<file path="src/rtl/pipeline_ctrl_pkg.sv">
// -----------------------------------------------------------------------------
// pipeline_ctrl_pkg
// Shared definitions for the pipeline hazard/sequencing controller:
//   - register-file addressing widths
//   - FSM state encodings (PC_RUN, PC_FLUSH)
//   - width of the flush down-counter
// -----------------------------------------------------------------------------
package pipeline_ctrl_pkg;

   localparam int unsigned REG_ADDR_SIZE = 5;
   localparam int unsigned NUM_REGS      = 1 << REG_ADDR_SIZE;

   // Flush length is at most 7 cycles, so the remaining-cycle count fits in 3 bits.
   localparam int unsigned FCNT_W        = 3;

   typedef enum logic [1:0] {
      PC_RUN   = 2'b00,
      PC_FLUSH = 2'b01
   } pc_state_e;

endpackage : pipeline_ctrl_pkg

</file>
<file path="src/rtl/pipeline_ctrl_reg_scoreboard.sv">
// -----------------------------------------------------------------------------
// reg_scoreboard
// One pending bit per architectural register, marking destinations of
// instructions that have issued but not yet written back.
//   clk, reset            core clock, asynchronous active-high reset
//   set_en, set_addr      mark a register pending (issue of a writer)
//   clr_en, clr_addr      retire a pending register (writeback)
//   clr_all               drop every pending bit (exception)
//   rs1_addr/rs2_addr/rd_addr  combinational lookup addresses
//   rs1_pending/rs2_pending/rd_pending  lookup results from the registered state
//   pending_o             full scoreboard, for observation
// Bit 0 (x0) can never become pending.
// -----------------------------------------------------------------------------
module reg_scoreboard
   import pipeline_ctrl_pkg::*;
(
   input  logic                     clk,
   input  logic                     reset,
   input  logic                     set_en,
   input  logic [REG_ADDR_SIZE-1:0] set_addr,
   input  logic                     clr_en,
   input  logic [REG_ADDR_SIZE-1:0] clr_addr,
   input  logic                     clr_all,
   input  logic [REG_ADDR_SIZE-1:0] rs1_addr,
   input  logic [REG_ADDR_SIZE-1:0] rs2_addr,
   input  logic [REG_ADDR_SIZE-1:0] rd_addr,
   output logic                     rs1_pending,
   output logic                     rs2_pending,
   output logic                     rd_pending,
   output logic [NUM_REGS-1:0]      pending_o
);

   logic [NUM_REGS-1:0] pending_q;
   logic [NUM_REGS-1:0] pending_d;

   // Ordering below sets the precedence: a same-cycle set beats a clear of the
   // same bit, and clr_all beats both.
   always_comb begin
      // NOTE: assign every always_comb output first so no path leaves it unassigned (no latch).
      pending_d = pending_q;
      if (clr_en) pending_d[clr_addr] = 1'b0;
      if (set_en) pending_d[set_addr] = 1'b1;
      if (clr_all) pending_d = '0;
      pending_d[0] = 1'b0;
   end

   always_ff @(posedge clk or posedge reset) begin
      // NOTE: this is a flop vector, not a RAM, so it takes the async reset like any control state.
      if (reset) pending_q <= '0;
      // NOTE: non-blocking assignment for all sequential state.
      else       pending_q <= pending_d;
   end

   assign rs1_pending = pending_q[rs1_addr];
   assign rs2_pending = pending_q[rs2_addr];
   assign rd_pending  = pending_q[rd_addr];
   assign pending_o   = pending_q;

endmodule : reg_scoreboard

</file>
<file path="src/rtl/pipeline_ctrl.sv">
// -----------------------------------------------------------------------------
// pipeline_ctrl
// Hazard and sequencing controller for the five-stage in-order core.
//   clk, reset                    core clock, asynchronous active-high reset
//   dec_*                         instruction currently in decode
//   wb_valid/wb_rd_addr/wb_rd_wr  writeback retirement (clears scoreboard)
//   branch_taken                  redirect resolved in execute
//   exception_valid               exception taken at writeback
//   mem_busy                      data memory still busy in the memory stage
//   stall_*                       hold the stage's output registers
//   insert_nop_decode             decode emits a bubble
//   flush_*                       invalidate the stage's output
//   issue                         decode advances a real instruction
// All controls are combinational from state and inputs (zero latency).
// -----------------------------------------------------------------------------
module pipeline_ctrl
   import pipeline_ctrl_pkg::*;
#(
   parameter int unsigned FLUSH_CYCLES = 2
) (
   input  logic                     clk,
   input  logic                     reset,
   input  logic                     dec_valid,
   input  logic [REG_ADDR_SIZE-1:0] dec_rs1_addr,
   input  logic [REG_ADDR_SIZE-1:0] dec_rs2_addr,
   input  logic                     dec_uses_rs1,
   input  logic                     dec_uses_rs2,
   input  logic [REG_ADDR_SIZE-1:0] dec_rd_addr,
   input  logic                     dec_rd_wr,
   input  logic                     wb_valid,
   input  logic [REG_ADDR_SIZE-1:0] wb_rd_addr,
   input  logic                     wb_rd_wr,
   input  logic                     branch_taken,
   input  logic                     exception_valid,
   input  logic                     mem_busy,
   output logic                     stall_fetch,
   output logic                     stall_decode,
   output logic                     stall_execute,
   output logic                     stall_mem,
   output logic                     insert_nop_decode,
   output logic                     flush_fetch,
   output logic                     flush_decode,
   output logic                     flush_execute,
   output logic                     flush_mem,
   output logic                     issue
);

   // The trigger cycle is the first flush cycle, so the counter covers the rest
   // minus the final FLUSH cycle that sees fcnt==0.
   localparam logic [FCNT_W-1:0] FCNT_LOAD =
      (FLUSH_CYCLES > 1) ? FCNT_W'(FLUSH_CYCLES - 2) : '0;

   pc_state_e           state_q;
   logic [FCNT_W-1:0]   fcnt_q;

   logic                rs1_pending;
   logic                rs2_pending;
   logic                rd_pending;
   logic                hazard;
   logic                trigger;
   logic                clr_all;
   logic [NUM_REGS-1:0] pending_unused;

   // WAW is treated as a hazard so a single pending bit per register suffices.
   assign hazard = dec_valid && ((dec_uses_rs1 && rs1_pending) ||
                                 (dec_uses_rs2 && rs2_pending) ||
                                 (dec_rd_wr    && rd_pending));

   assign issue  = dec_valid && !hazard && !mem_busy && !flush_decode;

   reg_scoreboard u_scoreboard (
      .clk         (clk),
      .reset       (reset),
      .set_en      (issue && dec_rd_wr && (dec_rd_addr != '0)),
      .set_addr    (dec_rd_addr),
      .clr_en      (wb_valid && wb_rd_wr),
      .clr_addr    (wb_rd_addr),
      .clr_all     (clr_all),
      .rs1_addr    (dec_rs1_addr),
      .rs2_addr    (dec_rs2_addr),
      .rd_addr     (dec_rd_addr),
      .rs1_pending (rs1_pending),
      .rs2_pending (rs2_pending),
      .rd_pending  (rd_pending),
      .pending_o   (pending_unused)
   );

   // Priority chain: exception > redirect (only when memory is idle, since a
   // frozen execute re-presents the branch) > memory freeze > flush drain > hazard.
   always_comb begin
      stall_fetch       = 1'b0;
      stall_decode      = 1'b0;
      stall_execute     = 1'b0;
      stall_mem         = 1'b0;
      insert_nop_decode = 1'b0;
      flush_fetch       = 1'b0;
      flush_decode      = 1'b0;
      flush_execute     = 1'b0;
      flush_mem         = 1'b0;
      trigger           = 1'b0;
      clr_all           = 1'b0;
      if (exception_valid) begin
         flush_fetch   = 1'b1;
         flush_decode  = 1'b1;
         flush_execute = 1'b1;
         flush_mem     = 1'b1;
         trigger       = 1'b1;
         clr_all       = 1'b1;
      end else if (branch_taken && !mem_busy) begin
         flush_fetch  = 1'b1;
         flush_decode = 1'b1;
         trigger      = 1'b1;
      end else if (mem_busy) begin
         stall_fetch   = 1'b1;
         stall_decode  = 1'b1;
         stall_execute = 1'b1;
         stall_mem     = 1'b1;
      end else if (state_q == PC_FLUSH) begin
         flush_fetch  = 1'b1;
         flush_decode = 1'b1;
      end else if (hazard) begin
         // Decode keeps its instruction because fetch stops feeding it.
         stall_fetch       = 1'b1;
         insert_nop_decode = 1'b1;
      end
   end

   always_ff @(posedge clk or posedge reset) begin
      if (reset) begin
         state_q <= PC_RUN;
         fcnt_q  <= '0;
      end else if (trigger) begin
         if (FLUSH_CYCLES > 1) begin
            state_q <= PC_FLUSH;
            fcnt_q  <= FCNT_LOAD;
         end else begin
            state_q <= PC_RUN;
            fcnt_q  <= '0;
         end
      end else if (state_q == PC_FLUSH) begin
         if (fcnt_q == '0) state_q <= PC_RUN;
         else              fcnt_q  <= fcnt_q - 1'b1;
      end
   end

endmodule : pipeline_ctrl
</file>
<file path="config.mk">
export PLATFORM = sky130hd
export DESIGN_NAME = pipeline_ctrl
export DESIGN_NICKNAME = d
export VERILOG_FILES = /design/src/rtl/pipeline_ctrl_pkg.sv /design/src/rtl/pipeline_ctrl_reg_scoreboard.sv /design/src/rtl/pipeline_ctrl.sv
export SDC_FILE = /design/constraint.sdc
export NUM_CORES = 1
export LEC_CHECK = 0
export CAP_MARGIN = 20
export CORE_AREA = 4 4 82 84
export CTS_CLUSTER_DIAMETER = 40
export CTS_CLUSTER_SIZE = 25
export DETAILED_ROUTE_END_ITERATION = 8
export DIE_AREA = 0 0 86 88
export MAX_ROUTING_LAYER = met4
export PLACE_DENSITY = 0.86
export SYNTH_ARGS = -nofsm -noshare
export SYNTH_HDL_FRONTEND = slang
export SYNTH_SLANG_ARGS = --single-unit
</file>
<file path="constraint.sdc">
create_clock -name clk -period 2.9 [get_ports clk]
set_input_delay 0.58 -clock clk [delete_from_list [all_inputs] [get_ports clk]]
set_output_delay 0.58 -clock clk [all_outputs]
set_load 0.005 [all_outputs]
</file>
==> flow_summary_export.csv, run 1 <==
group,metric,value,unit
placed_design,dp.cells,463,
pwr,leakagePower,1.63,nW
global_route,grt_pass1_wl,14900,um
floorplan,dieArea,7570,sq um
synth,yosysUniqueCellTypes,54,
pwr,vdd_drop_max,0.373,mV
final_layout,final_common_cell,"buf_4",
global_route,grt_max_degree,40,
timing,period_needed,2.99,ns
synth,synth_area_per_cell,8.96,sq um
placed_design,postPlaceCellArea,3620,sq um
timing,finalSetupViolCount,3,
floorplan,io_pins,41,
placed_design,place_congestion,1.01,
synth,ys_ff_latch,35,
detailed_routing,num_vias,2974,
synth,synth_area,2900,sq um
clocking,cts_inserted_buffers,5,
detailed_routing,first_pass_iters,5,
synth,ys.flop_type,"dfrtp_1",
timing,tightest_slew,0.551,ns
detailed_routing,drt_wl_total,9640,um
final_layout,syn_to_final_growth,35.0,%
final_layout,nNetsFinal,434,
floorplan,die_width,86,um
floorplan,die_height,88,um
floorplan,start_util,49.0,%
worst_hold_path,hold_path_class,"reg2reg",
clocking,clk_pin_slew,0.06,ns
setup_path,worst_setup_path_start_kind,"primary input",
floorplan,rows,28,
pwr,power-per-cell-area,299,nW/um^2
global_route,grt_usage,26.5,%
timing,rsz0062_at_grt,"true",
timing,max_freq,0.334,GHz
timing,hold_viol_final,0,
detailed_routing,routed_via_density,6.22,
global_route,grt_antenna_before_repair,1,
setup_path,timing.setup.critical_path_class,"in2out",
final_layout,layout_common_cells,"buf_4, dfrtp_1, nand2_1",
timing,relSlewSlack,63.2,%
synth,async_flop_share,100,%
global_route,grt_pass1_vias,2953,
outcome,violations,"setup timing",
placed_design,hpwl,7050,um
setup_path,critPathArrivalTime,2.41,ns
final_layout,final_cells,478,
detailed_routing,drtAntennaViolNets,0,
detailed_routing,first_iter_violations,311,
synth,synth_warnings,0,
synth,synth_edf_count,0,
global_route,overflow,0,
timing,skew,0.00380,ns
timing,period_share,103,%
clocking,clkSinkCount,35,
detailed_routing,wl_per_cell,20.2,um
detailed_routing,remaining_drc_errors,0,
synth,ys_seq_area_share,30.2,%
outcome,outcome,"finished with violations",
run,maxCapViolCount,0,
timing,worst_slack,-0.0913,ns
final_layout,final_area,3920,sq um
final_layout,fill_cells,448,
pwr,finalPower,1.17,mW
clocking,htreeDepth,2,
synth,syn_nets,357,
final_layout,drive_gt1_share,25.6,%
setup_path,crit_fanout,6,
clocking,cts_root_buf,"clkbuf_8",
timing,holdWs,0.536,ns
clocking,clkLatencyLatePin,0.28,ns
synth,netlist_instances,324,
timing,final_max_slew_viol_count,0,
setup_path,crit_path_end_kind,"output port",
clocking,cts_tree,"built",
setup_path,cp.required,2.32,ns
placed_design,portBuffers,40,
floorplan,coreArea,5920,sq um
clocking,clockBufferDepth,2,
## stage by stage
stage	utilization [%]	setup slack, ns	setup TNS (ns)
after floorplan	-	0.0250	0
after global placement	61.1	-0.743	-2.16
after detailed placement	61.1	-0.803	-5.10
after CTS	65.0	-0.0715	-0.151
after global routing	66.2	-0.157	-0.396
final	66.2	-0.0913	-0.214
## report_power, final
group / total (mW) / switching (mW) / leakage (nW) / internal [mW]
logic: 0.336 / 0.174 / 1.10 / 0.162
clock network: 0.330 / 0.162 / 0.0422 / 0.168
registers: 0.505 / 0.00648 / 0.486 / 0.498
total: 1.17 / 0.343 / 1.63 / 0.829
## cells in the mapped netlist (3+ instances only)
cell type  number  area share, %
a211oi_1        7            1.8
a21oi_1         5           0.86
a22o_1          3           0.91
a22oi_1         3           0.78
and2_1          4           0.86
buf_2           4           0.69
buf_4           5            1.3
clkbuf_1        7           0.91
dfrtp_1        35             30
inv_1           7           0.91
mux2_1          3            1.2
mux2i_1        24            8.3
mux4_2          4            3.1
nand2_1        34            4.4
nand2b_1        5            1.1
nand3_1         7            1.2
nand3b_1       20            5.2
nand4_4         4            2.9
nor2_1         17            2.2
nor2b_1        27            5.8
nor3_1          6            1.0
nor3b_1         6            1.6
o21ai_0        18            3.1
o21ai_1        31            5.3
## cells by family (layout without fill, tap and decap cells)
family / after synthesis / count (layout) / share of synthesized area [%]
AND/OR/NAND/NOR: 145 / 145 / 30.5
AO/OA/AOI/OAI: 81 / 81 / 18.3
multiplexers: 35 / 35 / 15.3
flip-flops: 35 / 35 / 30.2
buffers and inverters: 25 / 103 / 4.57
adder cells (fa/ha/maj): 2 / 2 / 0.862
XOR/XNOR: 1 / 1 / 0.302
other: 0 / 1 / 0
## registers in the layout, summed over array words and instances (netlist names)
signal / cells
fcnt_q: 3
state_q: 1
u_scoreboard.pending_o: 31
## final cells by class
type                       count  area (sq um)  share of cell area (%)
antenna                        1          2.50                  0.0638
clock buffer                   7          76.3                    1.95
clock inverter                 1          5.00                   0.128
inverter                       7          26.3                   0.670
multi-input combinational    264          2060                    52.6
sequential                    35           876                    22.3
tap                           75          93.8                    2.39
timing repair buffer          88           778                    19.9
## layer usage
metal  up-vias  track usage, %  wire length, um
met5         -               -                0
met1      1423            31.7             3690
met3        53            5.83              878
met2       163            41.4             4560
li1       1335               -                -
met4         0            14.8              509
## final timing paths
path	to	slack, ns	from	cells past startpoint
max in group asynchronous	u_scoreboard.pending_o[29]	1.91	reset	3
min reg2reg	fcnt_q[1]	0.54	fcnt_q[1]	2
min in group asynchronous	u_scoreboard.pending_o[3]	0.69	reset	3
min	fcnt_q[1]	0.54	fcnt_q[1]	2
max reg2reg	u_scoreboard.pending_o[22]	0.43	state_q[0]	8
max	issue	-0.09	dec_rs2_addr[1]	11
## critical path, stage by stage
cell and delay (ns):
buf_12 0.11, buf_8 0.12, mux2_4 0.30, o211ai_1 0.23
nor3_2 0.09, o41ai_4 0.32, buf_4 0.19, and3_4 0.19
buf_6 0.09, and2b_1 0.10, buf_2 0.10
## timing repair
item,CTS,global route
hold buffers,0,0
pin swaps,10,15
cloned,0,0
setup endpoints to repair,3,3
buffers inserted,6,1
gates resized for setup,64,29
Note: power is estimated with default switching activity, not from simulation.
==> run 2: changes to the inputs <==
--- a/config.mk
+++ b/config.mk
@@ -6,13 +6,15 @@
 export NUM_CORES = 1
 export LEC_CHECK = 0
 export CAP_MARGIN = 20
-export CORE_AREA = 4 4 82 84
+export CORE_AREA = 3 3 81 83
 export CTS_CLUSTER_DIAMETER = 40
 export CTS_CLUSTER_SIZE = 25
 export DETAILED_ROUTE_END_ITERATION = 8
-export DIE_AREA = 0 0 86 88
+export DIE_AREA = 0 0 84 86
 export MAX_ROUTING_LAYER = met4
 export PLACE_DENSITY = 0.86
+export SETUP_SLACK_MARGIN = 0.5
+export SLEW_MARGIN = 0
 export SYNTH_ARGS = -nofsm -noshare
 export SYNTH_HDL_FRONTEND = slang
 export SYNTH_SLANG_ARGS = --single-unit
==> run 2 against run 1 <==
The run still ends with setup timing left. Global-route usage increased by 2.9 points. Sequential cell count stayed put. Critical path depth shrank 3. Final area rose by 2.6%. Maximum frequency grew 1.2%. Clock power increased by 34%. Total power rose by 10%. Via count grew 1.9%. Critical path type is now reg2out. Largest cell class unchanged. Highest routed layer unchanged.
==> flow_summary_export.csv, run 2 (synthesis gave the netlist of run 1 again) <==
group,metric,value,unit
outcome,outcome,"finished with violations",
outcome,violations,"setup timing",
final_layout,syn_to_final_growth,38.6,%
detailed_routing,drt_wl_total,10400,um
timing,relSlewSlack,63.3,%
global_route,grt_pass1_wl,16200,um
clocking,cts_inserted_buffers,5,
pwr,power-per-cell-area,320,nW/um^2
setup_path,crit_fanout,4,
clocking,clockBufferDepth,2,
pwr,leakagePower,1.65,nW
worst_hold_path,min_delay_path_depth,2,
timing,rsz0062_at_grt,"true",
floorplan,dieArea,7220,sq um
final_layout,n_antenna_cell,0,
global_route,grt_pass1_vias,3119,
setup_path,critPathArrivalTime,2.38,ns
timing,hold_viol_final,0,
detailed_routing,remaining_drc_errors,0,
final_layout,final_common_cell,"buf_4",
timing,period_needed,2.96,ns
detailed_routing,routed_via_density,6.37,
global_route,grt_antenna_before_repair,0,
final_layout,utilization,68.0,%
clocking,htreeDepth,2,
setup_path,timing.rr.end,"u_scoreboard.pending_o[13]",
clocking,cts_root_buf,"clkbuf_8",
clocking,cts_tree,"built",
global_route,grt_usage,29.4,%
timing,tightest_slew,0.544,ns
floorplan,die_width,84,um
floorplan,rows,28,
placed_design,postPlaceCellArea,3620,sq um
floorplan,io_pins,41,
worst_hold_path,hold_path_class,"reg2reg",
detailed_routing,first_iter_violations,254,
pwr,finalPower,1.29,mW
floorplan,die_height,86,um
final_layout,final_cells,476,
final_layout,final_area,4020,sq um
global_route,overflow,0,
detailed_routing,first_pass_iters,6,
timing,tns,-0.0559,ns
setup_path,r2r_cells,8,
floorplan,start_util,49.0,%
setup_path,worst_setup_path_start_kind,"flip-flop",
setup_path,cp.required,2.32,ns
timing,final_max_slew_viol_count,0,
timing,skew,0.0102,ns
pwr,vdd_drop_max,0.330,mV
timing,worst_slack,-0.0559,ns
timing,period_share,102,%
final_layout,nNetsFinal,433,
global_route,grt_max_degree,40,
worst_hold_path,whs_endpoint,"fcnt_q[1]",
setup_path,crit_path_end_kind,"output port",
detailed_routing,num_vias,3030,
setup_path,crit_path_cell_trace,"mux4_2, mux2i_1, nand2_1, a211oi_4, and3_4, buf_6, o22ai_2, buf_2",
clocking,clkSinkCount,35,
clocking,clk_pin_slew,0.07,ns
clocking,postCtsHoldBufs,0,
setup_path,crit_path_top_delay_cell,"mux4_2",
final_layout,fill_cells,463,
final_layout,drive_gt1_share,32.7,%
detailed_routing,wl_per_cell,21.8,um
placed_design,portBuffers,40,
setup_path,cp_slowest_stage_delay,0.50,ns
setup_path,reg2reg_from,"state_q[0]",
placed_design,place_ws,-0.832,ns
worst_hold_path,min_from,"fcnt_q[1]",
placed_design,place_congestion,0.971,
setup_path,r2r_slack,0.55,ns
setup_path,timing.setup.critical_path_class,"reg2out",
floorplan,coreArea,5920,sq um
final_layout,layout_common_cells,"buf_4, nand2_1, dfrtp_1",
timing,max_freq,0.338,GHz
timing,holdWs,0.532,ns
timing,finalSetupViolCount,1,
placed_design,dp.cells,461,
placed_design,hpwl,7160,um
run,maxCapViolCount,0,
detailed_routing,drtAntennaViolNets,0,
final_layout,largest_register_ff_count,31,
clocking,clkLatencyLatePin,0.30,ns
## run 2: cell types whose count changed in the layout (fill, tap and decap cells not counted), moves of 3 or more
cell,previous run,this run
dlymetal6s2s_1,6,1
dfrtp_1,35,30
dfrtp_2,0,5
o21ai_1,32,18
clkdlybuf4s50_1,24,21
o21ai_2,0,14
dlygate4sd2_1,0,7
## run 2: cell type report
cell class	instances	area (sq um)	area share, %
Clock buffer	5	68.8	1.71
Timing Repair Buffer	87	791	19.7
Inverter	7	26.3	0.653
Tap cell	75	93.8	2.33
Sequential cell	35	882	21.9
Multi-Input combinational cell	264	2120	52.6
Clock inverter	3	43.8	1.09
## run 2: timing repair
| action | 4_1_cts | 5_1_grt |
|---|---|---|
| pin swaps | 26 | 11 |
| cloned | 2 | 0 |
| setup buffers | 4 | 1 |
| setup endpoints to repair | 41 | 39 |
| resized for setup | 94 | 18 |
## run 2: power breakdown
part	internal, mW	switching [mW]	total, mW
Combinational	0.165	0.177	0.342
Clock	0.256	0.187	0.443
Sequential	0.498	0.00619	0.504
## run 2: how the worst max path moves through the flow
| stage | start | to | slack (ns) | cells after the start |
|---|---|---|---|---|
| 2_1_floorplan | dec_rd_addr[1] | issue | 0.08 | 7 |
| 3_3_place_gp | dec_rs1_addr[1] | issue | -0.74 | 9 |
| 3_5_place_dp | dec_rd_addr[0] | issue | -0.83 | 8 |
| 4_1_cts | u_scoreboard.pending_o[11] | stall_fetch | 0.04 | 8 |
| 5_1_grt | u_scoreboard.pending_o[12] | stall_fetch | -0.09 | 8 |
| 6_report | u_scoreboard.pending_o[12] | stall_fetch | -0.06 | 8 |
## run 2: routing by layer
layer / up-vias / track usage, % / part of all wire [%]
met5: - / - / 0
met4: 0 / 15.2 / 5.9
met3: 63 / 5.86 / 7.0
met2: 151 / 48.6 / 48
met1: 1479 / 34.0 / 39
li1: 1337 / - / -
## run 2: worst max-delay path: cells and delay by family (launching register included)
| kind | cells | cell delay (ns) |
|---|---|---|
| mux | 2 | 0.70 |
| flops | 1 | 0.47 |
| simple gates | 2 | 0.37 |
| compound gates | 2 | 0.28 |
| buf+inv | 2 | 0.25 |
==> run 3: changes to the inputs <==
--- a/config.mk
+++ b/config.mk
@@ -6,13 +6,14 @@
 export NUM_CORES = 1
 export LEC_CHECK = 0
 export CAP_MARGIN = 20
-export CORE_AREA = 3 3 81 83
+export CORE_AREA = 2 2 80 82
 export CTS_CLUSTER_DIAMETER = 40
 export CTS_CLUSTER_SIZE = 25
 export DETAILED_ROUTE_END_ITERATION = 8
-export DIE_AREA = 0 0 84 86
+export DIE_AREA = 0 0 82 84
 export MAX_ROUTING_LAYER = met4
 export PLACE_DENSITY = 0.86
+export REMOVE_ABC_BUFFERS = 1
 export SETUP_SLACK_MARGIN = 0.5
 export SLEW_MARGIN = 0
 export SYNTH_ARGS = -nofsm -noshare
==> run 3 against run 2 <==
The flow still finishes with violations (setup timing). Die area is 4.7% lower. Maximum frequency shrank 0.67%. Non-clock buffer count up 4. Largest cell class unchanged. Total power grew 1.1%. Largest power group unchanged. Final cell count up 1.3%.
==> flow_summary_export.csv, run 3 (synthesis gave the netlist of run 1 again) <==
group,metric,value,unit
floorplan,die_width,82,um
setup_path,crit_fanout,8,
detailed_routing,wl_per_cell,20.4,um
detailed_routing,drtAntennaViolNets,0,
global_route,grt_antenna_before_repair,0,
clocking,clkSinkCount,35,
final_layout,final_area,4060,sq um
timing,rsz0062_at_grt,"true",
detailed_routing,num_vias,3060,
clocking,clkLatencyLatePin,0.30,ns
placed_design,portBuffers,40,
placed_design,place_congestion,0.986,
timing,skew,0.00880,ns
placed_design,dp.cells,461,
clocking,htreeDepth,2,
clocking,cts_inserted_buffers,5,
detailed_routing,drt_wl_total,9850,um
floorplan,die_height,84,um
pwr,finalPower,1.30,mW
setup_path,crit_path_top_delay_cell,"o41ai_4",
final_layout,layout_common_cells,"buf_4, nand2_1, dfrtp_1",
global_route,grt_pass1_vias,3080,
setup_path,cp.required,2.32,ns
final_layout,syn_to_final_growth,39.8,%
pwr,vdd_drop_max,0.336,mV
final_layout,final_cells,482,
detailed_routing,routed_via_density,6.35,
floorplan,coreArea,6100,sq um
placed_design,hpwl,6550,um
timing,tightest_slew,0.475,ns
placed_design,postPlaceCellArea,3620,sq um
outcome,outcome,"finished with violations",
timing,period_needed,2.98,ns
timing,relSlewSlack,68.0,%
setup_path,cp_slowest_stage_delay,0.41,ns
detailed_routing,first_pass_iters,6,
floorplan,start_util,47.6,%
floorplan,dieArea,6890,sq um
clocking,clk_pin_slew,0.07,ns
run,maxCapViolCount,0,
final_layout,final_common_cell,"buf_4",
final_layout,drive_gt1_share,32.6,%
floorplan,rows,29,
global_route,grt_max_degree,40,
timing,max_freq,0.336,GHz
timing,period_share,103,%
setup_path,worst_setup_path_start_kind,"primary input",
setup_path,crit_path_end_kind,"output port",
detailed_routing,remaining_drc_errors,0,
setup_path,crit_path_cell_trace,"buf_6, buf_12, buf_12, mux2i_1, a22o_1, nor4_4, o41ai_4, and3_4, buf_6, and2b_1, buf_2",
pwr,power-per-cell-area,321,nW/um^2
timing,final_max_slew_viol_count,0,
clocking,cts_root_buf,"clkbuf_8",
clocking,clockBufferDepth,2,
timing,finalSetupViolCount,3,
global_route,overflow,0,
final_layout,utilization,66.6,%
global_route,grt_pass1_wl,15000,um
final_layout,fill_cells,453,
final_layout,n_antenna_cell,0,
floorplan,io_pins,41,
final_layout,nNetsFinal,437,
global_route,grt_usage,29.5,%
detailed_routing,first_iter_violations,300,
pwr,leakagePower,1.70,nW
timing,hold_viol_final,0,
timing,worst_slack,-0.0759,ns
outcome,violations,"setup timing",
setup_path,critPathArrivalTime,2.40,ns
setup_path,timing.setup.critical_path_class,"in2out",
final_layout,largest_register_ff_count,31,
clocking,cts_tree,"built",
worst_hold_path,hold_path_class,"reg2reg",
## run 3: what timing repair did
item                                    in CTS  in global routing
resized for setup                           87                 33
hold buffers                                 0                  0
setup buffers                                7                  6
endpoints found under the hold margin        0                  0
endpoints found under the setup margin      41                 21
pin swaps                                   24                 11
## run 3: where the power goes
part           internal [mW]  switching [mW]
Clock                  0.278           0.177
Sequential             0.498         0.00662
Combinational          0.167           0.175
## run 3: metal layers
metal	global-route usage, %	part of all wire (%)	vias to the layer above
met2	44.0	48	187
met3	7.58	7.7	66
met1	35.6	39	1462
li1	-	-	1345
met5	-	0	-
met4	17.3	5.4	0
## run 3: path summary, 6_finish.rpt
kind	end	slack (ns)	cells after the start	startpoint
max	issue	-0.08	11	dec_rs2_addr[1]
max in group asynchronous	u_scoreboard.pending_o[13]	1.89	3	reset
max reg2reg	u_scoreboard.pending_o[30]	0.58	8	state_q[0]
min reg2reg	fcnt_q[2]	0.54	2	fcnt_q[2]
min	fcnt_q[2]	0.54	2	fcnt_q[2]
min in group asynchronous	u_scoreboard.pending_o[16]	0.68	3	reset
## run 3: layout make-up
cell class	instances	area, sq um	area share (%)
inverter	7	26.3	0.648
timing repair buffer	91	812	20.0
sequential	35	883	21.8
tap	77	96.3	2.37
multi-input combinational	264	2120	52.3
clock buffer	6	82.6	2.04
clock inverter	2	35.0	0.863
## run 3: critical path: cells and delay by family
kind | cells | cell delay (ns)
muxes | 1 | 0.17
buffers and inverters | 5 | 0.56
AOI/OAI and AO/OA | 2 | 0.63
and+or+nand+nor | 3 | 0.45
## run 3: stage by stage
stage / setup TNS [ns] / hold slack (ns) / setup WS [ns]
after floorplan: 0 / 0.480 / 0.104
after global placement: -2.32 / 0.500 / -0.762
after detailed placement: -3.06 / 0.536 / -0.803
after CTS: -0.0491 / 0.552 / -0.0374
after global routing: -0.219 / 0.603 / -0.0917
final: -0.130 / 0.544 / -0.0759
